[config.mk]
export PLATFORM = sky130hd
export DESIGN_NAME = alu_cmd_sequencer_flat
export DESIGN_NICKNAME = d
export VERILOG_FILES = /design/src/rtl/alu_seq_pkg.sv /design/src/rtl/alu_cmd_sequencer_if.sv /design/src/rtl/alu32bit.sv /design/src/rtl/alu_cmd_fifo.sv /design/src/rtl/alu_cmd_sequencer.sv /design/src/flat_wrapper.sv
export SDC_FILE = /design/constraint.sdc
export NUM_CORES = 2
export LEC_CHECK = 0
export BUFFER_PORTS_ARGS = -buffer_cell sky130_fd_sc_hd__clkbuf_2
export CAP_MARGIN = 20
export CORE_MARGIN = 3
export CORE_UTILIZATION = 60
export DETAILED_ROUTE_END_ITERATION = 6
export PLACE_DENSITY = 0.86
export SYNTH_ARGS = -nofsm -noshare
export SYNTH_HDL_FRONTEND = slang
export SYNTH_HIERARCHICAL = 1
export SYNTH_SLANG_ARGS = --single-unit
[constraint.sdc]
create_clock -name clk -period 24.5 [get_ports clk]
set_input_delay 4.9 -clock clk [delete_from_list [all_inputs] [get_ports clk]]
set_output_delay 4.9 -clock clk [all_outputs]
set_load 0.005 [all_outputs]
[src/rtl/alu_seq_pkg.sv]
// Shared opcode encodings, sequencer state type and helpers for the ALU command sequencer.
package alu_seq_pkg;

    localparam int unsigned OPCODE_W = 4;
    localparam int unsigned COUNT_W  = 16;

    localparam logic [OPCODE_W-1:0] OP_ADD     = 4'd0;
    localparam logic [OPCODE_W-1:0] OP_SUB     = 4'd1;
    localparam logic [OPCODE_W-1:0] OP_MUL     = 4'd2;
    localparam logic [OPCODE_W-1:0] OP_AND     = 4'd3;
    localparam logic [OPCODE_W-1:0] OP_OR      = 4'd4;
    localparam logic [OPCODE_W-1:0] OP_NAND    = 4'd5;
    localparam logic [OPCODE_W-1:0] OP_NOR     = 4'd6;
    localparam logic [OPCODE_W-1:0] OP_XOR     = 4'd7;
    localparam logic [OPCODE_W-1:0] OP_IN      = 4'd8;
    localparam logic [OPCODE_W-1:0] OP_RE      = 4'd9;
    localparam logic [OPCODE_W-1:0] OP_NOT     = 4'd10;
    localparam logic [OPCODE_W-1:0] OP_SL      = 4'd11;
    localparam logic [OPCODE_W-1:0] OP_SR      = 4'd12;
    localparam logic [OPCODE_W-1:0] OP_RSV_MIN = 4'd13;

    typedef enum logic [1:0] {
        IDLE = 2'd0,
        EXEC = 2'd1,
        RESP = 2'd2
    } seq_state_e;

    function automatic logic is_reserved(input logic [OPCODE_W-1:0] op);
        return op >= OP_RSV_MIN;
    endfunction

endpackage

[src/rtl/alu_cmd_sequencer_if.sv]
// Command and response valid/ready channels of the ALU command sequencer.
interface alu_cmd_sequencer_if #(
    parameter int unsigned WIDTH = 32,
    parameter int unsigned TAG_W = 4
);
    logic                               cmd_valid;
    logic                               cmd_ready;
    logic [alu_seq_pkg::OPCODE_W-1:0]   cmd_opcode;
    logic [WIDTH-1:0]                   cmd_a;
    logic [WIDTH-1:0]                   cmd_b;
    logic                               cmd_chain;
    logic [TAG_W-1:0]                   cmd_tag;

    logic                               rsp_valid;
    logic                               rsp_ready;
    logic [WIDTH-1:0]                   rsp_result;
    logic                               rsp_flagC;
    logic                               rsp_flagZ;
    logic                               rsp_err;
    logic [TAG_W-1:0]                   rsp_tag;

    modport master (
        output cmd_valid, cmd_opcode, cmd_a, cmd_b, cmd_chain, cmd_tag, rsp_ready,
        input  cmd_ready, rsp_valid, rsp_result, rsp_flagC, rsp_flagZ, rsp_err, rsp_tag
    );

    modport slave (
        input  cmd_valid, cmd_opcode, cmd_a, cmd_b, cmd_chain, cmd_tag, rsp_ready,
        output cmd_ready, rsp_valid, rsp_result, rsp_flagC, rsp_flagZ, rsp_err, rsp_tag
    );
endinterface

[src/rtl/alu32bit.sv]
// Combinational ALU: flagC is carry/borrow for arithmetic, shifted-out bit for shifts,
// nonzero high half for MUL; IN/RE are increment/decrement of A; reserved opcodes yield 0.
module alu32bit
    import alu_seq_pkg::*;
#(
    parameter int unsigned WIDTH = 32
) (
    input  logic [WIDTH-1:0]    a,
    input  logic [WIDTH-1:0]    b,
    input  logic [OPCODE_W-1:0] opcode,
    output logic [WIDTH-1:0]    result,
    output logic                flagC,
    output logic                flagZ
);
    logic [2*WIDTH-1:0] prod;
    logic [WIDTH:0]     wide;

    always_comb begin
        prod = {{WIDTH{1'b0}}, a} * {{WIDTH{1'b0}}, b};
        wide = '0;
        case (opcode)
            OP_ADD:  wide = {1'b0, a} + {1'b0, b};
            OP_SUB:  wide = {1'b0, a} - {1'b0, b};
            OP_MUL:  wide = {|prod[2*WIDTH-1:WIDTH], prod[WIDTH-1:0]};
            OP_AND:  wide = {1'b0, a & b};
            OP_OR:   wide = {1'b0, a | b};
            OP_NAND: wide = {1'b0, ~(a & b)};
            OP_NOR:  wide = {1'b0, ~(a | b)};
            OP_XOR:  wide = {1'b0, a ^ b};
            OP_IN:   wide = {1'b0, a} + (WIDTH+1)'(1);
            OP_RE:   wide = {1'b0, a} - (WIDTH+1)'(1);
            OP_NOT:  wide = {1'b0, ~a};
            OP_SL:   wide = {a, 1'b0};
            OP_SR:   wide = {a[0], 1'b0, a[WIDTH-1:1]};
            default: wide = '0;
        endcase
        result = wide[WIDTH-1:0];
        flagC  = wide[WIDTH];
        flagZ  = (wide[WIDTH-1:0] == '0);
    end
endmodule

[src/rtl/alu_cmd_fifo.sv]
// Synchronous command FIFO; wrap-bit pointers, ready_o is a registered "not full".
module alu_cmd_fifo #(
    parameter int unsigned DW    = 8,
    parameter int unsigned DEPTH = 4
) (
    input  logic          clk,
    input  logic          rst,
    input  logic          push_i,
    input  logic          pop_i,
    input  logic [DW-1:0] wdata_i,
    output logic [DW-1:0] rdata_o,
    output logic          empty_o,
    output logic          ready_o
);
    localparam int unsigned AW = $clog2(DEPTH);
    localparam int unsigned PW = AW + 1;

    logic [DW-1:0] mem_q [DEPTH];
    logic [PW-1:0] wr_ptr_q, wr_ptr_d;
    logic [PW-1:0] rd_ptr_q, rd_ptr_d;
    logic          ready_q, full_d;
    logic          do_push, do_pop;

    assign do_push = push_i && ready_q;
    assign do_pop  = pop_i && !empty_o;
    assign empty_o = (wr_ptr_q == rd_ptr_q);
    assign rdata_o = mem_q[rd_ptr_q[AW-1:0]];
    assign ready_o = ready_q;

    always_comb begin
        wr_ptr_d = wr_ptr_q;
        rd_ptr_d = rd_ptr_q;
        if (do_push) wr_ptr_d = wr_ptr_q + PW'(1);
        if (do_pop)  rd_ptr_d = rd_ptr_q + PW'(1);
        full_d = (wr_ptr_d[AW] != rd_ptr_d[AW]) && (wr_ptr_d[AW-1:0] == rd_ptr_d[AW-1:0]);
    end

    // Ready follows the next-state pointers so it is low in reset and never raised combinationally.
    always_ff @(posedge clk or posedge rst) begin
        if (rst) begin
            wr_ptr_q <= '0;
            rd_ptr_q <= '0;
            ready_q  <= 1'b0;
        end else begin
            wr_ptr_q <= wr_ptr_d;
            rd_ptr_q <= rd_ptr_d;
            ready_q  <= !full_d;
        end
    end

    always_ff @(posedge clk) begin
        if (do_push) mem_q[wr_ptr_q[AW-1:0]] <= wdata_i;
    end
endmodule

[src/rtl/alu_cmd_sequencer.sv]
// Buffers ALU commands, issues them one at a time to alu32bit and returns registered
// responses; an accumulator lets a command take the previous result as operand A.
module alu_cmd_sequencer
    import alu_seq_pkg::*;
#(
    parameter int unsigned WIDTH     = 32,
    parameter int unsigned CMD_DEPTH = 4,
    parameter int unsigned TAG_W     = 4
) (
    input  logic                 clk,
    input  logic                 rst,
    alu_cmd_sequencer_if.slave   bus,
    output logic                 busy,
    output logic [COUNT_W-1:0]   op_count
);
    localparam int unsigned ENTRY_W = 1 + OPCODE_W + TAG_W + 2 * WIDTH;

    logic [ENTRY_W-1:0]  fifo_wdata, fifo_rdata;
    logic                fifo_empty, fifo_ready;
    logic                push_c, pop_c;

    logic                f_chain;
    logic [OPCODE_W-1:0] f_opcode;
    logic [TAG_W-1:0]    f_tag;
    logic [WIDTH-1:0]    f_a, f_b;

    seq_state_e          state_q;
    logic [WIDTH-1:0]    op_a_q, op_b_q, acc_q;
    logic [OPCODE_W-1:0] op_code_q;
    logic [TAG_W-1:0]    op_tag_q;

    logic                rsp_valid_q, rsp_c_q, rsp_z_q, rsp_err_q;
    logic [WIDTH-1:0]    rsp_result_q;
    logic [TAG_W-1:0]    rsp_tag_q;
    logic [COUNT_W-1:0]  op_count_q;

    logic [WIDTH-1:0]    alu_result;
    logic                alu_c, alu_z;

    assign fifo_wdata = {bus.cmd_chain, bus.cmd_opcode, bus.cmd_tag, bus.cmd_a, bus.cmd_b};
    assign {f_chain, f_opcode, f_tag, f_a, f_b} = fifo_rdata;
    assign push_c = bus.cmd_valid && fifo_ready;
    // Pop from IDLE, or straight out of RESP when the response is taken (back-to-back issue).
    assign pop_c  = !fifo_empty && ((state_q == IDLE) || ((state_q == RESP) && bus.rsp_ready));

    alu_cmd_fifo #(
        .DW    (ENTRY_W),
        .DEPTH (CMD_DEPTH)
    ) u_fifo (
        .clk     (clk),
        .rst     (rst),
        .push_i  (push_c),
        .pop_i   (pop_c),
        .wdata_i (fifo_wdata),
        .rdata_o (fifo_rdata),
        .empty_o (fifo_empty),
        .ready_o (fifo_ready)
    );

    alu32bit #(
        .WIDTH (WIDTH)
    ) u_alu (
        .a      (op_a_q),
        .b      (op_b_q),
        .opcode (op_code_q),
        .result (alu_result),
        .flagC  (alu_c),
        .flagZ  (alu_z)
    );

    always_ff @(posedge clk or posedge rst) begin
        if (rst) begin
            state_q      <= IDLE;
            op_a_q       <= '0;
            op_b_q       <= '0;
            op_code_q    <= '0;
            op_tag_q     <= '0;
            acc_q        <= '0;
            rsp_valid_q  <= 1'b0;
            rsp_result_q <= '0;
            rsp_c_q      <= 1'b0;
            rsp_z_q      <= 1'b0;
            rsp_err_q    <= 1'b0;
            rsp_tag_q    <= '0;
            op_count_q   <= '0;
        end else begin
            if (pop_c) begin
                op_a_q    <= f_chain ? acc_q : f_a;
                op_b_q    <= f_b;
                op_code_q <= f_opcode;
                op_tag_q  <= f_tag;
            end
            case (state_q)
                IDLE: begin
                    if (pop_c) state_q <= EXEC;
                end
                EXEC: begin
                    rsp_valid_q  <= 1'b1;
                    rsp_result_q <= alu_result;
                    rsp_c_q      <= alu_c;
                    rsp_z_q      <= alu_z;
                    rsp_err_q    <= is_reserved(op_code_q);
                    rsp_tag_q    <= op_tag_q;
                    acc_q        <= alu_result;
                    state_q      <= RESP;
                end
                RESP: begin
                    if (bus.rsp_ready) begin
                        rsp_valid_q <= 1'b0;
                        op_count_q  <= op_count_q + COUNT_W'(1);
                        state_q     <= pop_c ? EXEC : IDLE;
                    end
                end
                default: state_q <= IDLE;
            endcase
        end
    end

    assign bus.cmd_ready  = fifo_ready;
    assign bus.rsp_valid  = rsp_valid_q;
    assign bus.rsp_result = rsp_result_q;
    assign bus.rsp_flagC  = rsp_c_q;
    assign bus.rsp_flagZ  = rsp_z_q;
    assign bus.rsp_err    = rsp_err_q;
    assign bus.rsp_tag    = rsp_tag_q;
    assign busy           = (state_q != IDLE) || !fifo_empty;
    assign op_count       = op_count_q;
endmodule

[src/flat_wrapper.sv]
// flat-port wrapper written by rule: the top's interface ports become plain ports
module alu_cmd_sequencer_flat import alu_seq_pkg::*;
#(
    parameter int unsigned WIDTH     = 32,
    parameter int unsigned CMD_DEPTH = 4,
    parameter int unsigned TAG_W     = 4
)
  (clk, rst, busy, op_count, bus_cmd_valid, bus_cmd_opcode, bus_cmd_a, bus_cmd_b, bus_cmd_chain, bus_cmd_tag, bus_rsp_ready, bus_cmd_ready, bus_rsp_valid, bus_rsp_result, bus_rsp_flagC, bus_rsp_flagZ, bus_rsp_err, bus_rsp_tag);
  alu_cmd_sequencer_if #(.WIDTH(WIDTH), .TAG_W(TAG_W)) bus_i ();
  input  logic clk;
  input  logic rst;
  output logic busy;
  output logic [COUNT_W-1:0] op_count;
  input wire logic [$bits(bus_i.cmd_valid)-1:0] bus_cmd_valid;
  input wire logic [$bits(bus_i.cmd_opcode)-1:0] bus_cmd_opcode;
  input wire logic [$bits(bus_i.cmd_a)-1:0] bus_cmd_a;
  input wire logic [$bits(bus_i.cmd_b)-1:0] bus_cmd_b;
  input wire logic [$bits(bus_i.cmd_chain)-1:0] bus_cmd_chain;
  input wire logic [$bits(bus_i.cmd_tag)-1:0] bus_cmd_tag;
  input wire logic [$bits(bus_i.rsp_ready)-1:0] bus_rsp_ready;
  output wire logic [$bits(bus_i.cmd_ready)-1:0] bus_cmd_ready;
  output wire logic [$bits(bus_i.rsp_valid)-1:0] bus_rsp_valid;
  output wire logic [$bits(bus_i.rsp_result)-1:0] bus_rsp_result;
  output wire logic [$bits(bus_i.rsp_flagC)-1:0] bus_rsp_flagC;
  output wire logic [$bits(bus_i.rsp_flagZ)-1:0] bus_rsp_flagZ;
  output wire logic [$bits(bus_i.rsp_err)-1:0] bus_rsp_err;
  output wire logic [$bits(bus_i.rsp_tag)-1:0] bus_rsp_tag;
  assign bus_i.cmd_valid = bus_cmd_valid;
  assign bus_i.cmd_opcode = bus_cmd_opcode;
  assign bus_i.cmd_a = bus_cmd_a;
  assign bus_i.cmd_b = bus_cmd_b;
  assign bus_i.cmd_chain = bus_cmd_chain;
  assign bus_i.cmd_tag = bus_cmd_tag;
  assign bus_i.rsp_ready = bus_rsp_ready;
  assign bus_cmd_ready = bus_i.cmd_ready;
  assign bus_rsp_valid = bus_i.rsp_valid;
  assign bus_rsp_result = bus_i.rsp_result;
  assign bus_rsp_flagC = bus_i.rsp_flagC;
  assign bus_rsp_flagZ = bus_i.rsp_flagZ;
  assign bus_rsp_err = bus_i.rsp_err;
  assign bus_rsp_tag = bus_i.rsp_tag;
  alu_cmd_sequencer #(.WIDTH(WIDTH), .CMD_DEPTH(CMD_DEPTH), .TAG_W(TAG_W)) u_core (.clk(clk), .rst(rst), .bus(bus_i), .busy(busy), .op_count(op_count));
endmodule
# Word-level counts from Yosys, hierarchy flattened
# Memories as Yosys holds them, arrays and structs flattened.
# Cells that the tools add are included.
# word_totals
reg_bits	137
ramBits	292
in_bits	77
output_inout_bits	58
wordCells	81
n_memories	1
# memory_table
memory	words	word_bits	read_ports	rd_clocked_by_memory_dff	wr	line_no	text
u_core.u_fifo.mem_q	4	73	1	0	1	alu_cmd_fifo.sv:18	logic [DW-1:0] mem_q [DEPTH];
# classes
add_sub_neg	7
n_mul	1
order_cmp	1
n_eq_ne	19
n_mux	12
bitwise_logic	6
n_reduce_logical	19
# op_table
cell	count
case mux 33 bit (13 select lines)	1
NOT 32 bit	3
multiplier 32 x 32 -> 64 bit	1
adder 32 x 1 -> 33 bit, second input constant	1
adder 32 x 32 -> 33 bit	1
subtractor 32 x 1 -> 33 bit, second input constant	1
subtractor 32 x 32 -> 33 bit	1
bitwise AND 32 bit	1
logical NOT 32 bit	1
two-way mux 32 bit	1
OR 32 bit	1
OR reduction 32 bit	1
XOR 32 bit	1
equality test 4 bit, second input constant	5
adder 16 x 1 -> 16 bit, second input constant	1
equality test 4 x 3 -> 1 bit, second input constant	4
equality test 4 x 2 -> 1 bit, second input constant	2
adder 3 x 1 -> 3 bit, second input constant	2
logical AND 1 bit	6
two-way mux 3 bit	2
case mux 2 bit (3 select lines)	1
AND reduction 2 bit	3
equality test 4 x 1 -> 1 bit, second input constant	1
greater-or-equal comparator 4 bit, second input constant	1
15 further kinds	22

# Logic depth before layout (Yosys ltp)
# depth
ltp_word	9
depth_mapped	32
depth_no_buf	29

# By module
# The synthesis kept the hierarchy.
# by_module_without_submodules
module	n_inst	cells_each	area_per_inst_um2	seq_area_each_um2
alu32bit	1	4595	38061.5	0.0
alu_cmd_fifo	1	431	11019.3	8943.6
alu_cmd_sequencer	1	388	5273.8	3253.1

# Worst setup path before layout
# No wires, ideal clock.
# synth_timing
path_type	register -> register
startpoint	register u_core.op_b_q[2]
endpoint	register u_core.rsp_c_q (netlist: u_core/bus.rsp_flagC)
setup_time_ns	0.125
arrival_time_ns	8.371
t_required_ns	24.375
setup_slack_ns	16.004
stages_incl_launch_ff	32
n_path_buf	4
period_less_slack_ns	8.496
path_cell_list	dfrtp_1 > clkbuf_1 > inv_1 > clkbuf_1 > buf_1 > nor2_1 > fa_1 > inv_1 > fa_1 > fa_1 > fa_1 > inv_1 > fa_1 > inv_1 > fa_1 > inv_1 > fa_1 > fa_1 > ha_1 > clkbuf_1 > a21oi_1 > o21ai_0 > o32ai_1 > a31oi_1 > a22oi_1 > nor2b_1 > o21ai_1 > mux2i_1 > a21oi_1 > a311o_1 > o32a_1 > mux2_2
# synth_between
elab_chain_cells	3
word_cells_on_any_way	5
cone_classes	add/sub (2); mul (1); mux (1); reduce/logical (1)
# synth_lines
element	line_no	text
from (decl)	alu_cmd_sequencer.sv:28	logic [WIDTH-1:0] op_a_q, op_b_q, acc_q;
from (signal assigned)	alu_cmd_sequencer.sv:75	op_b_q <= '0;
from (signal assigned)	alu_cmd_sequencer.sv:89	op_b_q <= f_b;
multiplier 32 x 32 -> 64 bit	alu32bit.sv:19	prod = {{WIDTH{1'b0}}, a} * {{WIDTH{1'b0}}, b};
OR reduction 32 bit	alu32bit.sv:24	OP_MUL: wide = {|prod[2*WIDTH-1:WIDTH], prod[WIDTH-1:0]};
case mux 33 bit (13 select lines) *	alu32bit.sv:21	case (opcode)
net u_core.alu_c	alu_cmd_sequencer.sv:38	logic alu_c, alu_z;
to (signal assigned)	alu_cmd_sequencer.sv:100	rsp_c_q <= alu_c;
to (decl)	alu_cmd_sequencer.sv:32	logic rsp_valid_q, rsp_c_q, rsp_z_q, rsp_err_q;
# The timed path passes the listed nets; every way through them passes the cells marked *.
# A chain may end at the register's enable or synchronous reset.

# Worst setup path after layout
# layout_timing
startpoint	register u_core.op_b_q[9]
endpoint	register u_core.rsp_c_q (netlist: u_core/bus.rsp_flagC)
# Same word-level chain as after synthesis.

==> flow_summary.yaml <==
cts:
  cts_sinks: 429
  cts_made_buffers: 40
  cts.hold.buffers_added: 0
  cts_resized: 0
  cts_setup_buffers: 0
  cts_tree: "yes"
  clock_path_buffers: 3
  cts_max_level: 2
  insertion_delay_ps: 620
  path_clk_slew_ps: 110
  cts-root-buf: "clkbuf_16"
sta:
  tightest_slew_ps: 1200
  postLayoutSetupSlackWorst_ps: 13500
  period_needed_ps: 11000
  max_freq_ghz: 0.0909
  setup_viol: 0
  fin_crit_sh_pct: 44.9
  rsz0062_at_grt: "no"
  finClkSkew_ps: 90.3
  setup_tns_ps: 0
  max_slew_margin_pct: 19.5
  hold_violations: 0
  slew_violations: 0
cells_and_area:
  fin_nets: 6731
  area_growth_pct: 5.86
  drive_gt1_share_pct: 9.89
  final_util_pct: 64.6
setup_path:
  reg2reg_to: "u_core/bus.rsp_flagC$_DFFE_PP0P_"
  cp.required_ps: 25020
  path_delay_family: "adder cells"
  r2r-start: "u_core/op_b_q[9]$_DFFE_PP0P_"
  cp_slowest_cell: "dfrtp_1"
  regToRegSetupSlack_ps: 13500
  cp_common_cell: "fa_1"
  crit_arrival_ps: 11520
  critPathLaunchType: "flip-flop"
  max_stage_delay_ps: 870
  reg2reg_depth: 26
  crit_buf_inv: 4
  critPathKind: "flip-flop to flip-flop"
  cp_max_fo: 19
  crit_path_end_kind: "flip-flop"
placed_design:
  preCtsSetupSlack_ps: 13850
  portBuffers: 134
  dpl.hpwl_microns: 146000
  gp_congestion: 1.07
global_route:
  track_usage_pct: 42.5
  grt_pass1_wl_microns: 295000
  grt_pass1_vias: 46841
  grt_max_degree: 74
  grt_overflow: 0
  antenna_found_initial: 13
synth:
  yosys.area.top_type_share_pct: 33.0
  synth_top_cell_by_area: "fa_1"
  synthTopCellsByArea: "fa_1 (33%), edfxtp_1 (16%), ha_1 (8.5%)"
  syn-num-nets: 6755
  synth_edf_count: 292
  synthFlopType: "edfxtp_1"
  ys_ff_latch: 429
  synth_cell_types: 92
  syn_area_sq_um: 54400
  async_reset_ff_share_pct: 31.9
  yosysWarnings: 6
  ys_seq_area_share_pct: 22.4
  syn_inst: 5414
  syn_area_per_cell_sq_um: 10.0
floorplan:
  initial_core_util_pct: 61.0
  die_w_microns: 307
  io_pins: 135
  dieArea_sq_um: 94200
  core_sq_um: 89100
  fp.dieH_microns: 307
  placementRows: 109
drt:
  final_antenna_net_count: 0
  drt_wl_total_microns: 201000
  drtPass1Iterations: 7
  wl_per_cell_microns: 30.5
  via_per_inst: 6.78
  drc_errors: 255
  num_vias: 44691
  drt-initial-drc-count: 7168
min_path:
  hold_path_depth: 1
  worstHoldEndpoint: "u_core/op_count[15]$_DFFE_PP0P_"
  hold_path.class: "flip-flop to flip-flop"
  holdCritStartpoint: "u_core/op_count[15]$_DFFE_PP0P_"
run:
  drv_cap: 0
status:
  status: "finished, violations left"
  violations: "DRC"
[per-stage QoR]
stage | cells | instance area [sq um] | hold WS (ps)
floorplan | 5414 | 54400 | 468
global placement | 6509 | 56100 | 465
detailed placement | 6509 | 56100 | 470
CTS | 6583 | 57500 | 484
global route | 6588 | 57500 | 518
finish | 6591 | 57500 | 494
[sequential cells by signal, indices dropped and copies added, names as in the netlist, 4 cells and up]
| register | count |
|---|---|
| u_core/op_b_q | 32 |
| u_core/op_count | 16 |
| u_core/bus.rsp_result | 32 |
| u_core/u_fifo/mem_q | 292 |
| u_core/op_tag_q | 4 |
| u_core/op_code_q | 4 |
| u_core/op_a_q | 32 |
| u_core/bus.rsp_tag | 4 |
[layout make-up]
class                      count  area (sq um)
multi-input combinational   3849         37800
antenna                        4          10.0
clock buffer                  56          1100
inverter                     803          3020
fill                        6660         31500
sequential                   429         12200
clock inverter                18           265
timing repair buffer         267          1710
tap                         1165          1460
[worst register-to-register path, stage by stage (launching register included)]
cell and delay, ps:
dfrtp_1 870, clkinv_1 720, buf_4 400, nor2_1 200
fa_1 480, fa_1 580, inv_1 70, fa_1 590
fa_1 470, fa_1 560, inv_1 50, fa_1 520
fa_1 450, fa_1 420, ha_1 460, a21oi_1 490
o21ai_0 300, a21oi_1 770, nand4_1 400, a21oi_1 250
a21oi_1 160, xor2_1 200, or4_1 510, nor4_1 220
nand4_1 150, o32a_1 380, mux2_2 270
[synthesized netlist by cell type, types with 13 or more instances]
| master | n |
|---|---|
| o21a_1 | 17 |
| a31oi_1 | 22 |
| o22ai_1 | 14 |
| o21bai_1 | 15 |
| a21oi_1 | 216 |
| nor4_1 | 14 |
| clkbuf_1 | 219 |
| nor2_1 | 757 |
| and3_1 | 13 |
| a22oi_1 | 43 |
| buf_2 | 39 |
| nand3_1 | 54 |
| a21o_1 | 40 |
| dfrtp_1 | 137 |
| nand4_1 | 45 |
| nand2_1 | 548 |
| mux2_2 | 85 |
| inv_1 | 774 |
| nor3_1 | 45 |
| xnor2_1 | 52 |
| mux2i_1 | 75 |
| mux4_2 | 73 |
| fa_1 | 896 |
| o211ai_1 | 29 |
| xor2_1 | 30 |
| a211oi_1 | 13 |
| clkinv_1 | 22 |
| nor2b_1 | 20 |
| edfxtp_1 | 292 |
| o31ai_1 | 16 |
| nand2b_1 | 17 |
| or3_1 | 20 |
| o21ai_0 | 124 |
| buf_1 | 55 |
| ha_1 | 368 |
[layout by cell type, fill, tap and decap left out, drive strengths merged, types with 73 or more instances in the layout]
cell type | netlist | final
dfrtp | 137 | 137
buf | 114 | 132
a21oi | 216 | 216
o21ai | 128 | 128
mux2i | 75 | 75
mux2 | 87 | 87
mux4 | 73 | 73
nand2 | 548 | 548
inv | 781 | 783
nor2 | 757 | 757
edfxtp | 292 | 292
fa | 896 | 896
clkbuf | 219 | 191
ha | 368 | 368
[per-layer routing]
metal	track usage, %	up-vias	wire length [microns]
met3	16.1	1118	30900
met2	62.5	4051	84700
met5	0.607	-	160
li1	-	17531	-
met4	23.4	16	15900
met1	54.8	21975	69500
[worst max path at each step]
stage / startpoint / cells after the start / to / slack [ps]
floorplan: u_core/op_b_q[2]$_DFFE_PP0P_ / 31 / u_core/bus.rsp_flagC$_DFFE_PP0P_ / 16000
global placement: u_core/op_b_q[9]$_DFFE_PP0P_ / 26 / u_core/bus.rsp_flagC$_DFFE_PP0P_ / 14060
detailed placement: u_core/op_b_q[9]$_DFFE_PP0P_ / 26 / u_core/bus.rsp_flagC$_DFFE_PP0P_ / 13850
CTS: u_core/op_b_q[9]$_DFFE_PP0P_ / 26 / u_core/bus.rsp_flagC$_DFFE_PP0P_ / 13820
global route: u_core/op_b_q[9]$_DFFE_PP0P_ / 26 / u_core/bus.rsp_flagC$_DFFE_PP0P_ / 13440
finish: u_core/op_b_q[9]$_DFFE_PP0P_ / 26 / u_core/bus.rsp_flagC$_DFFE_PP0P_ / 13500
[cells by family (layout without fill, tap and decap cells)]
group                      count (synthesis)  count (layout)  share of synthesized area, %
and+or+nand+nor                         1585            1585                          12.2
adders and majority gates               1264            1264                          41.5
buffers and inverters                   1136            1144                          8.16
AOI/OAI and AO/OA                        682             682                          8.18
DFF                                      429             429                          22.4
muxes                                    235             235                          6.21
xor gates and xnor gates                  83              83                          1.35
other                                      0               4                             0
Power is left out: the tool's default activity adds up to more than one toggle a clock period on the data nets, which glitch-free logic cannot reach.
